===== src/rtl/attack_pkg.sv =====
// Shared types and default constants for the attacker scheduler.
package attack_pkg;

    typedef enum logic [2:0] {
        ST_IDLE,
        ST_CLR,
        ST_LAUNCH,
        ST_RUN,
        ST_OVER
    } state_t;

    typedef logic [3:0] vel_t;

    localparam int unsigned DEF_N_ATK      = 5;
    localparam int unsigned DEF_LAUNCH_GAP = 30;
    localparam int unsigned DEF_WAVE_LEN   = 20;
    localparam int unsigned DEF_BASE_XVEL  = 4;
    localparam int unsigned DEF_BASE_YVEL  = 3;
    localparam int unsigned DEF_MAX_LEVEL  = 7;

    // Base velocity plus level, clamped to the 4-bit range.
    function automatic vel_t vel_sat(input int unsigned base, input logic [2:0] lvl);
        logic [31:0] sum;
        sum = base + {29'd0, lvl};
        return (sum > 32'd15) ? 4'hF : sum[3:0];
    endfunction

endpackage


===== src/rtl/atk_frame_timer.sv =====
// Frame tick decode and the inter-launch gap down-counter.
module atk_frame_timer
    import attack_pkg::*;
#(
    parameter int unsigned LAUNCH_GAP = DEF_LAUNCH_GAP
) (
    input  logic        i_clk,
    input  logic        i_clear,
    input  logic [16:0] i_h_count,
    input  logic [16:0] i_v_count,
    input  logic        i_reload,
    input  logic        i_dec,
    output logic        o_frame_tick,
    output logic        o_gap_zero
);

    localparam int unsigned     GAP_W      = (LAUNCH_GAP > 1) ? $clog2(LAUNCH_GAP) : 1;
    localparam logic [GAP_W-1:0] GAP_RELOAD = GAP_W'(LAUNCH_GAP - 1);

    logic [GAP_W-1:0] r_gap;

    assign o_frame_tick = (i_h_count == '0) && (i_v_count == '0);
    assign o_gap_zero   = (r_gap == '0);

    // Gap counter: reload or count down once per frame.
    always_ff @(posedge i_clk) begin
        if (i_clear) begin
            r_gap <= '0;
        end else if (o_frame_tick) begin
            if (i_reload) begin
                r_gap <= GAP_RELOAD;
            end else if (i_dec && !o_gap_zero) begin
                r_gap <= r_gap - 1'b1;
            end
        end
    end

endmodule


===== src/rtl/attack_scheduler.sv =====
// Game sequencer: lane launch, scoring, level progression, game over.
module attack_scheduler
    import attack_pkg::*;
#(
    parameter int unsigned N_ATK      = DEF_N_ATK,
    parameter int unsigned LAUNCH_GAP = DEF_LAUNCH_GAP,
    parameter int unsigned WAVE_LEN   = DEF_WAVE_LEN,
    parameter int unsigned BASE_XVEL  = DEF_BASE_XVEL,
    parameter int unsigned BASE_YVEL  = DEF_BASE_YVEL,
    parameter int unsigned MAX_LEVEL  = DEF_MAX_LEVEL
) (
    input  logic             clk_65M,
    input  logic             clear,
    input  logic             game_on,
    input  logic [16:0]      H_count,
    input  logic [16:0]      V_count,
    input  logic [N_ATK-1:0] atk_hit,
    input  logic [N_ATK-1:0] atk_wrap,
    output logic             game_stop,
    output logic [N_ATK-1:0] atk_en,
    output logic [3:0]       atk_xvel,
    output logic [3:0]       atk_yvel,
    output logic [2:0]       level,
    output logic [15:0]      score,
    output logic             game_over
);

    localparam int unsigned       CNT_W    = $clog2(N_ATK + 1);
    localparam int unsigned       WAVE_W   = $clog2(WAVE_LEN + N_ATK + 1);
    localparam int unsigned       LANE_W   = (N_ATK > 1) ? $clog2(N_ATK) : 1;
    localparam logic [WAVE_W-1:0] WAVE_THR = WAVE_W'(WAVE_LEN);
    localparam logic [2:0]        LVL_CAP  = 3'(MAX_LEVEL);

    state_t              r_state, w_state_next;
    logic                r_game_on_prev;
    logic [N_ATK-1:0]    r_atk_en;
    logic [LANE_W-1:0]   r_lane;
    logic [15:0]         r_score;
    logic [WAVE_W-1:0]   r_wave;
    logic [2:0]          r_level;
    vel_t                r_xvel, r_yvel;

    logic                w_tick, w_gap_zero, w_reload, w_dec;
    logic                w_start, w_hit, w_last_lane;
    logic [CNT_W-1:0]    w_cnt;
    logic [16:0]         w_score_sum;
    logic [15:0]         w_score_next;
    logic [WAVE_W-1:0]   w_wave_sum, w_wave_next;
    logic [2:0]          w_level_next;

    assign w_reload = (r_state == ST_CLR) || ((r_state == ST_LAUNCH) && w_gap_zero);
    assign w_dec    = (r_state == ST_LAUNCH);

    atk_frame_timer #(
        .LAUNCH_GAP (LAUNCH_GAP)
    ) u_timer (
        .i_clk        (clk_65M),
        .i_clear      (clear),
        .i_h_count    (H_count),
        .i_v_count    (V_count),
        .i_reload     (w_reload),
        .i_dec        (w_dec),
        .o_frame_tick (w_tick),
        .o_gap_zero   (w_gap_zero)
    );

    assign w_start     = w_tick && game_on && !r_game_on_prev;
    assign w_hit       = |(atk_hit & r_atk_en);
    assign w_last_lane = (int'(r_lane) + 2 == int'(N_ATK));

    // Count wraps on enabled lanes this frame.
    always_comb begin
        w_cnt = '0;
        for (int unsigned i = 0; i < N_ATK; i++) begin
            w_cnt = w_cnt + CNT_W'(atk_wrap[i] & r_atk_en[i]);
        end
    end

    // Saturating score, wave accumulation and level step.
    always_comb begin
        w_score_sum  = {1'b0, r_score} + 17'(w_cnt);
        w_score_next = w_score_sum[16] ? 16'hFFFF : w_score_sum[15:0];
        w_wave_sum   = r_wave + WAVE_W'(w_cnt);
        w_wave_next  = w_wave_sum;
        w_level_next = r_level;
        if (w_wave_sum >= WAVE_THR) begin
            w_wave_next  = w_wave_sum - WAVE_THR;
            w_level_next = (r_level >= LVL_CAP) ? r_level : r_level + 3'd1;
        end
    end

    // State register.
    always_ff @(posedge clk_65M) begin
        if (clear) begin
            r_state <= ST_IDLE;
        end else begin
            r_state <= w_state_next;
        end
    end

    // Next-state decode and state-derived outputs.
    always_comb begin
        w_state_next = r_state;
        game_stop    = 1'b0;
        game_over    = 1'b0;
        case (r_state)
            ST_IDLE: begin
                game_stop = 1'b1;
                if (w_start) w_state_next = ST_CLR;
            end
            ST_CLR: begin
                game_stop = 1'b1;
                if (w_tick) w_state_next = (N_ATK == 1) ? ST_RUN : ST_LAUNCH;
            end
            ST_LAUNCH: begin
                if (w_tick) begin
                    if (w_hit) begin
                        w_state_next = ST_OVER;
                    end else if (w_gap_zero && w_last_lane) begin
                        w_state_next = ST_RUN;
                    end
                end
            end
            ST_RUN: begin
                if (w_tick && w_hit) w_state_next = ST_OVER;
            end
            ST_OVER: begin
                game_over = 1'b1;
                if (w_start) w_state_next = ST_CLR;
            end
            default: w_state_next = ST_IDLE;
        endcase
    end

    // Frame-rate datapath: start history, lane enables, score, level, velocities.
    always_ff @(posedge clk_65M) begin
        if (clear) begin
            r_game_on_prev <= 1'b1;
            r_atk_en       <= '0;
            r_lane         <= '0;
            r_score        <= '0;
            r_wave         <= '0;
            r_level        <= '0;
            r_xvel         <= vel_sat(BASE_XVEL, 3'd0);
            r_yvel         <= vel_sat(BASE_YVEL, 3'd0);
        end else if (w_tick) begin
            r_game_on_prev <= game_on;
            if (w_state_next == ST_CLR) begin
                r_atk_en <= '0;
                r_lane   <= '0;
                r_score  <= '0;
                r_wave   <= '0;
                r_level  <= '0;
                r_xvel   <= vel_sat(BASE_XVEL, 3'd0);
                r_yvel   <= vel_sat(BASE_YVEL, 3'd0);
            end else if (r_state == ST_CLR) begin
                r_atk_en <= N_ATK'(1);
            end else if ((r_state == ST_LAUNCH || r_state == ST_RUN) && !w_hit) begin
                r_score <= w_score_next;
                r_wave  <= w_wave_next;
                r_level <= w_level_next;
                r_xvel  <= vel_sat(BASE_XVEL, w_level_next);
                r_yvel  <= vel_sat(BASE_YVEL, w_level_next);
                if (r_state == ST_LAUNCH && w_gap_zero) begin
                    r_atk_en <= (r_atk_en << 1) | N_ATK'(1);
                    r_lane   <= r_lane + LANE_W'(1);
                end
            end
        end
    end

    assign atk_en   = r_atk_en;
    assign score    = r_score;
    assign level    = r_level;
    assign atk_xvel = r_xvel;
    assign atk_yvel = r_yvel;

endmodule


===== config.mk =====
export PLATFORM = sky130hd
export DESIGN_NAME = attack_scheduler
export DESIGN_NICKNAME = d
export VERILOG_FILES = /design/src/rtl/attack_pkg.sv /design/src/rtl/atk_frame_timer.sv /design/src/rtl/attack_scheduler.sv
export SDC_FILE = /design/constraint.sdc
export NUM_CORES = 1
export LEC_CHECK = 0
export BUFFER_PORTS_ARGS = -buffer_cell sky130_fd_sc_hd__buf_2
export CELL_PAD_IN_SITES_DETAIL_PLACEMENT = 1
export CELL_PAD_IN_SITES_GLOBAL_PLACEMENT = 2
export CORE_AREA = 3 3 102 104
export CTS_BUF_LIST = sky130_fd_sc_hd__clkbuf_2 sky130_fd_sc_hd__clkbuf_4 sky130_fd_sc_hd__clkbuf_8
export DETAILED_ROUTE_END_ITERATION = 7
export DIE_AREA = 0 0 105 107
export GPL_TIMING_DRIVEN = 0
export PLACE_DENSITY = 0.91
export SYNTH_ARGS = -nofsm -noshare
export SYNTH_HDL_FRONTEND = slang
export SYNTH_HIERARCHICAL = 1
export SYNTH_SLANG_ARGS = --single-unit

===== constraint.sdc =====
create_clock -name clk_65M -period 4.1 [get_ports clk_65M]
set_input_delay 0 -clock clk_65M [delete_from_list [all_inputs] [get_ports clk_65M]]
set_output_delay 0 -clock clk_65M [all_outputs]
set_load 0.03 [all_outputs]

After elaboration in Yosys (flattened, before gate mapping):

Index checks and enable logic that the tools add are counted.

* mux-type cells: 40
* reduce and logical (&&, ||, !) cells: 29
* equal/unequal tests: 7
* bitwise logic cells: 6
* magnitude comparators: 4
* $add $sub $neg: 13

Operators by type and width (count)
* two-way mux 16 bit: 4
* two-way mux 5 bit: 10
* two-way mux 3 bit: 15
* zero test 17 bit: 2
* two-way mux 4 bit: 8
* adder 16 x 3 -> 17 bit: 1
* case mux 3 bit (4 select lines): 1
* > comparator 4 bit (second input constant): 2
* logical AND 1 bit: 8
* adder 3 x 1 -> 3 bit: 2
* adder 3 x 1 -> 3 bit (second input constant): 2
* equality test 3 x 1 -> 1 bit (second input constant): 2
* equality test 3 x 2 -> 1 bit (second input constant): 2
* AND reduction 3 bit: 2
* nonzero test 2 bit: 3
* nonzero test 3 bit: 2
* adder 5 x 3 -> 5 bit: 1
* AND 1 bit: 5
* AND 5 bit: 1
* greater-or-equal comparator 5 bit (second input constant): 1
* zero test 5 bit: 1
* OR reduction 5 bit: 1
* subtractor 5 x 1 -> 5 bit (second input constant): 1
* subtractor 5 bit (second input constant): 1
* other kinds (16): 21

* register bits after elaboration: 49
* output and inout port bits: 34
* word-level logic and storage cells: 109
* bits of input ports: 47

Longest topological paths before layout:

Gate-level depths: netlist of the first run.

* depth after elaboration: 14
* mapped depth: 17
* gate-level depth less buffers: 16

Modules after synthesis:

The synthesis of the first run kept the hierarchy.

Modules (own cells, without submodules)
* attack_scheduler: cells each 318, instances 1, area an instance 2517.4 um^2, seq. area each 820.8 um^2
* atk_frame_timer: cells each 48, instances 1, area an instance 407.9 um^2, seq. area each 100.1 um^2

Worst setup path before layout of the first run:

No wires, ideal clock.

* path type: reg2reg
* start point: register r_atk_en[0], in the netlist atk_en[0]
* end point: register r_yvel[3], in the netlist atk_yvel[3]
* library setup time: 132 ps
* data arrival time: 3882 ps
* period minus slack after synthesis: 4014 ps
* path buffers: 1
* data required time: 3968 ps
* stages on the path, launching flop included: 17
* path slack: 86 ps
* path through: dfxtp_1 -> nand2_1 -> fa_1 -> fa_1 -> inv_1 -> ha_1 -> inv_1 -> fa_1 -> xnor2_2 -> ha_1 -> nand2_1 -> o21ai_0 -> o21ba_2 -> or3_1 -> buf_2 -> o31ai_2 -> a22oi_1

* longest elaborated chain between the ends: 14
* elaborated cells on any way between the ends: 27
* those cells by class: 6 x add/sub; 2 x order compare; 2 x eq/ne; 9 x mux; 2 x bitwise; 6 x reduce/logical

Ends and longest elaborated chain
* start: declaration: RTL line attack_scheduler.sv:36 `logic [N_ATK-1:0] r_atk_en;`
* start signal: assignment: RTL line attack_scheduler.sv:165 `r_atk_en <= (r_atk_en << 1) | N_ATK'(1);`
* AND 1 bit: RTL line attack_scheduler.sv:75 `w_cnt = w_cnt + CNT_W'(atk_wrap[i] & r_atk_en[i]);`
* adder 1 x 1 -> 2 bit: RTL line attack_scheduler.sv:75
* adder 2 x 1 -> 3 bit: RTL line attack_scheduler.sv:75
* adder 3 x 1 -> 3 bit (2 in a row): RTL line attack_scheduler.sv:75
* adder 5 x 3 -> 5 bit: RTL line attack_scheduler.sv:83 `w_wave_sum = r_wave + WAVE_W'(w_cnt);`
* greater-or-equal comparator 5 bit: RTL line attack_scheduler.sv:86 `if (w_wave_sum >= WAVE_THR) begin`
* two-way mux 3 bit: RTL line attack_scheduler.sv:86
* adder 2 x 3 -> 4 bit: RTL line attack_pkg.sv:24 `sum = base + {29'd0, lvl};`
* > comparator 4 bit: RTL line attack_pkg.sv:25 `return (sum > 32'd15) ? 4'hF : sum[3:0];`
* two-way mux 4 bit: RTL line attack_pkg.sv:25
* two-way mux 4 bit: RTL line attack_scheduler.sv:158 `end else if ((r_state == ST_LAUNCH || r_state == ST_RUN) && !w_hit) begin`
* two-way mux 4 bit: RTL line attack_scheduler.sv:156 `end else if (r_state == ST_CLR) begin`
* two-way mux 4 bit: RTL line attack_scheduler.sv:148 `if (w_state_next == ST_CLR) begin`
* end signal: assignment: RTL line attack_scheduler.sv:145 `r_yvel <= vel_sat(BASE_YVEL, 3'd0);`
* end signal: assignment: RTL line attack_scheduler.sv:155 `r_yvel <= vel_sat(BASE_YVEL, 3'd0);`
* end signal: assignment: RTL line attack_scheduler.sv:163 `r_yvel <= vel_sat(BASE_YVEL, w_level_next);`
* end: declaration: RTL line attack_scheduler.sv:41 `vel_t r_xvel, r_yvel;`

Parallel ways exist; a longest one is shown, timed or not. The select of a mux whose other input is x is not followed.
A chain may end at the register's enable or synchronous reset.

Final worst setup path of the first run:

* start point: register r_atk_en[1], in the netlist atk_en[1]
* end point: register r_yvel[3], in the netlist atk_yvel[3]

The elaborated chain is that of the path after synthesis.

==> impl_metrics.json, run 1 <==
{
  "p_leak_nw": 1.472,
  "die_w_um": 105,
  "synthToLayoutAreaGrowth_pct": 27.03,
  "synth-edff-count": 0,
  "yosys.area.top_type": "dfxtp_1",
  "finalHoldViolCount": 0,
  "finalNetCount": 522,
  "dp.cells": 579,
  "port_buffers": 80,
  "pre_cts_slack_ps": -194.8,
  "grt_usage_pct": 15.85,
  "io_pins": 81,
  "cts_buffers": 5,
  "path_cells": "nand2_1 > fa_1 > fa_1 > inv_1 > ha_4 > ha_2 > a21oi_2 > and3_4 > or2_4 > ha_1 > nand2_1 > o21ai_2 > o21ba_4 > or3_1 > buf_4 > o31ai_4 > a22oi_1",
  "grt_pass1_wl_um": 14880,
  "power_density_nw_per_um2": 221.5,
  "root_buffer": "clkbuf_8",
  "maxSlewHeadroom_pct": 49.27,
  "syn_nets": 430,
  "initial_utilization_pct": 30.35,
  "wl_um": 8879,
  "synth-seq-cells": 46,
  "synth_area_leaders": "dfxtp_1 (31%), ha_1 (5.6%), a21oi_1 (4.8%), nand2_1 (4.7%), o21ai_0 (4.4%)",
  "synth_seq_area_share_pct": 31.48,
  "drive_above_1_share_pct": 28.76,
  "cp.arrival_ps": 4090,
  "cts_tree": "yes",
  "yosysWarnings": 6,
  "crit_family": "adder cells",
  "yosys.area_share.xor_xnor_pct": 2.908,
  "async_flop_share_pct": 0,
  "synthTopCellsByCount": "dfxtp_1 (46), nand2_1 (37), a21oi_1 (28), o21ai_0 (26), nor2_1 (23)",
  "cts_sinks": 46,
  "fin_cells": 592,
  "ir_drop_mv": 0.1027,
  "dp_hpwl_um": 6851,
  "status": "completed",
  "synth_ff_type": "dfxtp_1",
  "path_max_fanout": 6,
  "antenna_found_initial": 0,
  "required_ps": 4290,
  "ys_types": 67,
  "hold_path_class": "in -> reg",
  "hold_ws_ps": 13.86,
  "path_buf_inv": 2,
  "dieArea_um2": 11240,
  "period_share_pct": 95.08,
  "grt_max_degree": 15,
  "viasPerCell": 5.203,
  "die_y_um": 107,
  "cp_slowest_cell": "fa_1",
  "setup-tns-final_ps": 0,
  "synth-compound-area-share_pct": 20.19,
  "cts_max_level": 2,
  "synth_top_family_by_area": "simple AND/OR/NAND/NOR gates",
  "crit_path_end_kind": "flip-flop",
  "syn-cell-area_um2": 2925,
  "overflow": 0,
  "syn_area_per_cell_um2": 7.993,
  "synthMuxAreaShare_pct": 1.882,
  "dr.pass1.iters": 4,
  "rows": 36,
  "synth_simple_gate_area_share_pct": 29.56,
  "cts_buffer_depth": 2,
  "wl_per_cell_um": 15.00,
  "synth.most_common_cell": "dfxtp_1",
  "synthCells": 366,
  "postLayoutSetupSlackWorst_ps": 201.5,
  "gp_congestion": 0.8057,
  "max_stage_delay_ps": 490,
  "drv_slew": 0,
  "grt_pass1_vias": 3122,
  "critPathKind": "reg -> reg",
  "ant_nets": 0,
  "fin_skew_ps": 10.32,
  "vias": 3080,
  "drtIter0Drc": 128,
  "cap_violations": 0,
  "synth_fa_ha_area_share_pct": 8.298,
  "clkLatencyLatePin_ps": 310,
  "setup_viol": 0,
  "worstSetupStartpointType": "flip-flop",
  "drc": 0,
  "coreArea_um2": 9639,
  "path_clk_slew_ps": 90,
  "worst_pin_slew_ps": 760.9,
  "maxClockFrequency_mhz": 256.5,
  "period_needed_ps": 3898,
  "diodes": 0,
  "yosys.area.top_type_share_pct": 31.48
}
## layout make-up
class / instances / area (µm²)
Fill cell: 1240 / 5923
Multi-Input combinational cell: 283 / 1902
Timing Repair Buffer: 85 / 440.4
Inverter: 17 / 63.81
Sequential cell: 46 / 929.6
Clock buffer: 5 / 68.82
Buffer: 20 / 105.1
Tap cell: 133 / 166.4
Clock inverter: 3 / 40.04
## routing by layer
| layer | global-route usage [%] | share of wire (%) |
|---|---|---|
| met2 | 28.74 | 50 |
| met5 | 0 | 0 |
| met1 | 19.70 | 46 |
| met3 | 2.107 | 3.5 |
| met4 | 4.311 | 1.0 |
## worst register-to-register path, stage by stage (launching register included)
cell	delay, ps
dfxtp_4	370
nand2_1	70
fa_1	490
fa_1	420
inv_1	90
ha_4	150
ha_2	310
a21oi_2	180
and3_4	220
or2_4	120
ha_1	150
nand2_1	70
o21ai_2	160
o21ba_4	200
or3_1	300
buf_4	170
o31ai_4	190
a22oi_1	120
## state kept, by name, summed over array words and instances, names as in the netlist
| name | count |
|---|---|
| atk_en | 5 |
| atk_xvel | 1 |
| atk_yvel | 4 |
| level | 3 |
| r_game_on_prev | 1 |
| r_lane | 3 |
| r_state | 3 |
| r_wave | 5 |
| score | 16 |
| u_timer/r_gap | 5 |
## where the power goes
part / switching [W] / leakage [nW] / internal (W)
Combinational: 0.0000179 / 1.04 / 0.0000184
Clock: 0.000162 / 0.0579 / 0.000180
Sequential: 0.0000000000000556 / 0.373 / 0.000445
## worst paths after layout
kind | cells past startpoint | slack, ps | start | to
worst min-delay path | 2 | 10 | clear | u_timer/r_gap[4]$_SDFFE_PP0P_
worst min register to register | 2 | 460 | atk_yvel[2]$_SDFFE_PP0P_ | atk_yvel[2]$_SDFFE_PP0P_
worst max-delay path | 17 | 200 | atk_en[1]$_SDFFE_PP0P_ | atk_yvel[3]$_SDFFE_PP0P_
worst max register to register | 17 | 200 | atk_en[1]$_SDFFE_PP0P_ | atk_yvel[3]$_SDFFE_PP0P_
## cell usage in the layout (no fill, tap or decap), types with 6 or more instances in the layout
master	count
nor4_1	12
nand3_1	21
buf_2	83
clkbuf_1	11
inv_1	16
buf_4	9
nor2b_1	6
and3_1	6
a21oi_1	26
dfxtp_1	43
nor3_1	16
ha_1	10
nand2_1	37
nor2_1	23
nand4_1	10
o21ai_0	25
## metrics by stage
stage / util [%] / cell area (µm²) / total power [W]
CTS: 37.80 / 3643 / 0.0008349
finish: 38.55 / 3716 / 0.0008229
global route: 38.55 / 3716 / 0.0008492
global placement: 36.23 / 3492 / 0.0004916
detailed placement: 36.23 / 3492 / 0.0004927
floorplan: - / 2925 / 0.0004654
## cell families after synthesis
group,Yosys count
and+or+nand+nor,161
AOI/OAI and AO/OA,92
DFF,46
buffers and inverters,37
adders and majority gates,17
xor gates and xnor gates,8
muxes,5
## what timing repair did
item | CTS | global route
pin swaps | 1 | 5
resized for setup | 9 | 11
endpoints found under the setup margin | 6 | 8
buffers inserted | 1 | 3
cloned | 0 | 0
endpoints found under the hold margin | 1 | 0
hold buffers | 1 | 0
No activity file was read; power rests on OpenSTA's default activity.
==> run 2: changes to the inputs <==
Settings changed: ABC_AREA set to 1, CORE_AREA 3 3 102 104 to 3 3 108 110, DIE_AREA 0 0 105 107 to 0 0 111 113, PLACE_DENSITY 0.91 to 0.92.
==> run 2 against run 1 <==
  * Utilization fell by 2.1 points
  * Cell count rose by 17%
  * Routed wire length increased by 1.2%
  * Sequential share of layout area is 1.5 points lower
  * Area after synthesis is 11% higher
  * Cell area grew 5.9%
  * Worst hold slack better by 6.8 ps
  * Die area grew 12%
  * Clock power increased by 6.1%
  * Synthesized cell count rose by 28%
  * First-iteration DRC count down 58%
  * Sequential power about the same
==> impl_metrics.json, run 2 <==
{
  "path_clk_slew_ps": 100,
  "cts_sinks": 46,
  "hold_ws_ps": 20.63,
  "io_pins": 81,
  "required_ps": 4290,
  "antenna_found_initial": 0,
  "grt_pass1_vias": 3326,
  "synthCells": 467,
  "viasPerCell": 4.678,
  "root_buffer": "clkbuf_8",
  "drc": 0,
  "multi_input_area_um2": 1966,
  "mostFrequentLayoutCells": "nand2_1 (112), buf_2 (80), inv_1 (55), dfxtp_1 (44), nor2_1 (39)",
  "largest_reg_flops": 16,
  "ys_types": 40,
  "p_leak_nw": 1.860,
  "cts_buffer_depth": 2,
  "diodes": 0,
  "period_needed_ps": 3765,
  "yosys.area.top_type_share_pct": 28.48,
  "die_y_um": 113,
  "drtIter0Drc": 54,
  "cp_slowest_cell": "fa_1",
  "initial_utilization_pct": 29.96,
  "yosysWarnings": 6,
  "pre_cts_slack_ps": 199.9,
  "dp_hpwl_um": 7128,
  "grt_usage_pct": 14.71,
  "nFillCells": 1427,
  "synthMuxAreaShare_pct": 0,
  "synth_fa_ha_area_share_pct": 7.508,
  "fin_cells": 695,
  "status": "completed",
  "rows": 38,
  "coreArea_um2": 10790,
  "synth_area_leaders": "dfxtp_1 (28%), nand2_1 (13%), inv_1 (6.4%), nand3_1 (5.6%), ha_1 (5.0%)",
  "port_buffers": 80,
  "max_stage_delay_ps": 480,
  "syn_nets": 531,
  "worstSetupStartpointType": "flip-flop",
  "path_cells": "nand2_1 > fa_1 > fa_1 > inv_1 > ha_1 > ha_1 > nand3_1 > nand3_1 > nand2_1 > nand2_1 > inv_1 > ha_1 > nand3_1 > nand2_2 > clkinv_2 > nand3_4 > nand2_4 > nand2_2 > nand2_2 > inv_2 > nand2_2 > nand3_1 > nand2_1 > nand3_1",
  "die_w_um": 111,
  "syn-cell-area_um2": 3233,
  "finalHoldViolCount": 0,
  "synth-compound-area-share_pct": 12.89,
  "yosys.area.top_type": "dfxtp_1",
  "cts_tree": "yes",
  "finalNetCount": 619,
  "wl_um": 8987,
  "synth.most_common_cell": "nand2_1",
  "yosys.area_share.xor_xnor_pct": 2.167,
  "synth-seq-cells": 46,
  "synth_simple_gate_area_share_pct": 38.24,
  "gp_congestion": 0.8083,
  "maxClockFrequency_mhz": 265.6,
  "cp.arrival_ps": 3950,
  "hold_path_class": "in -> reg",
  "wl_per_cell_um": 12.93,
  "postLayoutSetupSlackWorst_ps": 334.9,
  "drive_above_1_share_pct": 30.45,
  "cts_buffers": 5,
  "seq_area_um2": 925.9,
  "path_max_fanout": 6,
  "worst_pin_slew_ps": 705.1,
  "drv_slew": 0,
  "setup_viol": 0,
  "cts_max_level": 2,
  "syn_area_per_cell_um2": 6.923,
  "grt_pass1_wl_um": 15560,
  "critPathKind": "reg -> reg",
  "rsz0062_at_grt": "false",
  "maxSlewHeadroom_pct": 52.99,
  "cap_violations": 0,
  "synthTopCellsByCount": "nand2_1 (112), inv_1 (55), dfxtp_1 (46), nor2_1 (39), nand3_1 (36)",
  "overflow": 0,
  "fin_util_pct": 36.47,
  "synth_top_family_by_area": "simple AND/OR/NAND/NOR gates",
  "setup-tns-final_ps": 0,
  "async_flop_share_pct": 0,
  "ant_nets": 0,
  "grt_max_degree": 14,
  "synth-edff-count": 0,
  "dr.pass1.iters": 4,
  "clkLatencyLatePin_ps": 310,
  "dieArea_um2": 12540,
  "synth_seq_area_share_pct": 28.48,
  "period_share_pct": 91.83,
  "power_density_nw_per_um2": 216.0,
  "ir_drop_mv": 0.1150,
  "layout_commonest_cell": "nand2_1",
  "synthToLayoutAreaGrowth_pct": 21.75,
  "synth_ff_type": "dfxtp_1",
  "crit_path_end_kind": "flip-flop",
  "crit_path_frequent_cell": "nand3_1",
  "fin_skew_ps": 15.07,
  "dp.cells": 687,
  "vias": 3251
}
-- run 2: cell types whose count changed in the layout (fill, tap and decap cells not counted), sizes merged, moves of 6 or more --
cell / before / now
nand2: 38 / 138
inv: 17 / 66
nor2: 26 / 49
nand3: 22 / 42
a21oi: 28 / 40
nor4: 13 / 1
nor3: 17 / 6
a211oi: 6 / 0
and3: 7 / 1
buf: 93 / 87
clkbuf: 16 / 10
nand4: 10 / 4
nor2b: 6 / 0
-- run 2: report_power, final --
group	total [W]	switching, W	internal [W]
logic	0.0000415	0.0000214	0.0000201
registers	0.000446	0.00000000000000105	0.000446
clock network	0.000363	0.000168	0.000195
total	0.000850	0.000189	0.000661
-- run 2: final timing paths --
path | startpoint | to | slack (ps) | cells past startpoint
setup / recovery | atk_en[3]$_SDFFE_PP0P_ | atk_yvel[1]$_SDFFE_PP1P_ | 330 | 24
setup reg to reg | atk_en[3]$_SDFFE_PP0P_ | atk_yvel[1]$_SDFFE_PP1P_ | 330 | 24
hold reg to reg | atk_yvel[0]$_SDFFE_PP1P_ | atk_yvel[0]$_SDFFE_PP1P_ | 470 | 2
hold / removal | clear | r_lane[0]$_SDFFE_PP0P_ | 20 | 4
-- run 2: per-layer routing --
layer | vias to the layer above | part of all wire (%) | track usage, %
met5 | - | 0 | 0
met4 | 0 | 0.96 | 3.202
met3 | 7 | 4.4 | 3.155
met2 | 61 | 49 | 26.17
met1 | 1527 | 45 | 18.32
li1 | 1656 | - | -
-- run 2: layout make-up --
| type | count | share of cell area, % |
|---|---|---|
| Tap cell | 140 | 4.450 |
| Sequential cell | 46 | 23.52 |
| Clock inverter | 1 | 0.7629 |
| Timing Repair Buffer | 81 | 10.43 |
| Buffer | 11 | 2.098 |
| Multi-Input combinational cell | 342 | 49.94 |
| Inverter | 68 | 6.707 |
| Clock buffer | 6 | 2.098 |
-- run 2: through the flow --
stage	power, W	cell area (µm²)
detailed placement	0.0004980	3809
global placement	0.0004967	3809
floorplan	0.0004702	3233
global route	0.0008853	3936
finish	0.0008502	3936
CTS	0.0008606	3931
-- run 2: cell families (layout without fill, tap and decap cells) --
logic type | after synthesis | in the layout
AOI/OAI and AO/OA | 70 | 70
xor gates and xnor gates | 8 | 8
adders and majority gates | 17 | 17
buffers and inverters | 79 | 167
DFF | 46 | 46
and+or+nand+nor | 247 | 247
-- run 2: repair_timing --
action	in CTS	in global routing
hold buffers	1	0
endpoints found under the hold margin	1	0
setup endpoints to repair	0	5
buffers inserted	0	0
gates resized for setup	0	3
-- run 2: worst max-delay path: cells and delay by family, from the launching register on --
kind / cells / cell delay [ps]
fa+ha+maj: 5 / 1690
simple gates: 15 / 1310
flops: 1 / 410
buf+inv: 4 / 230
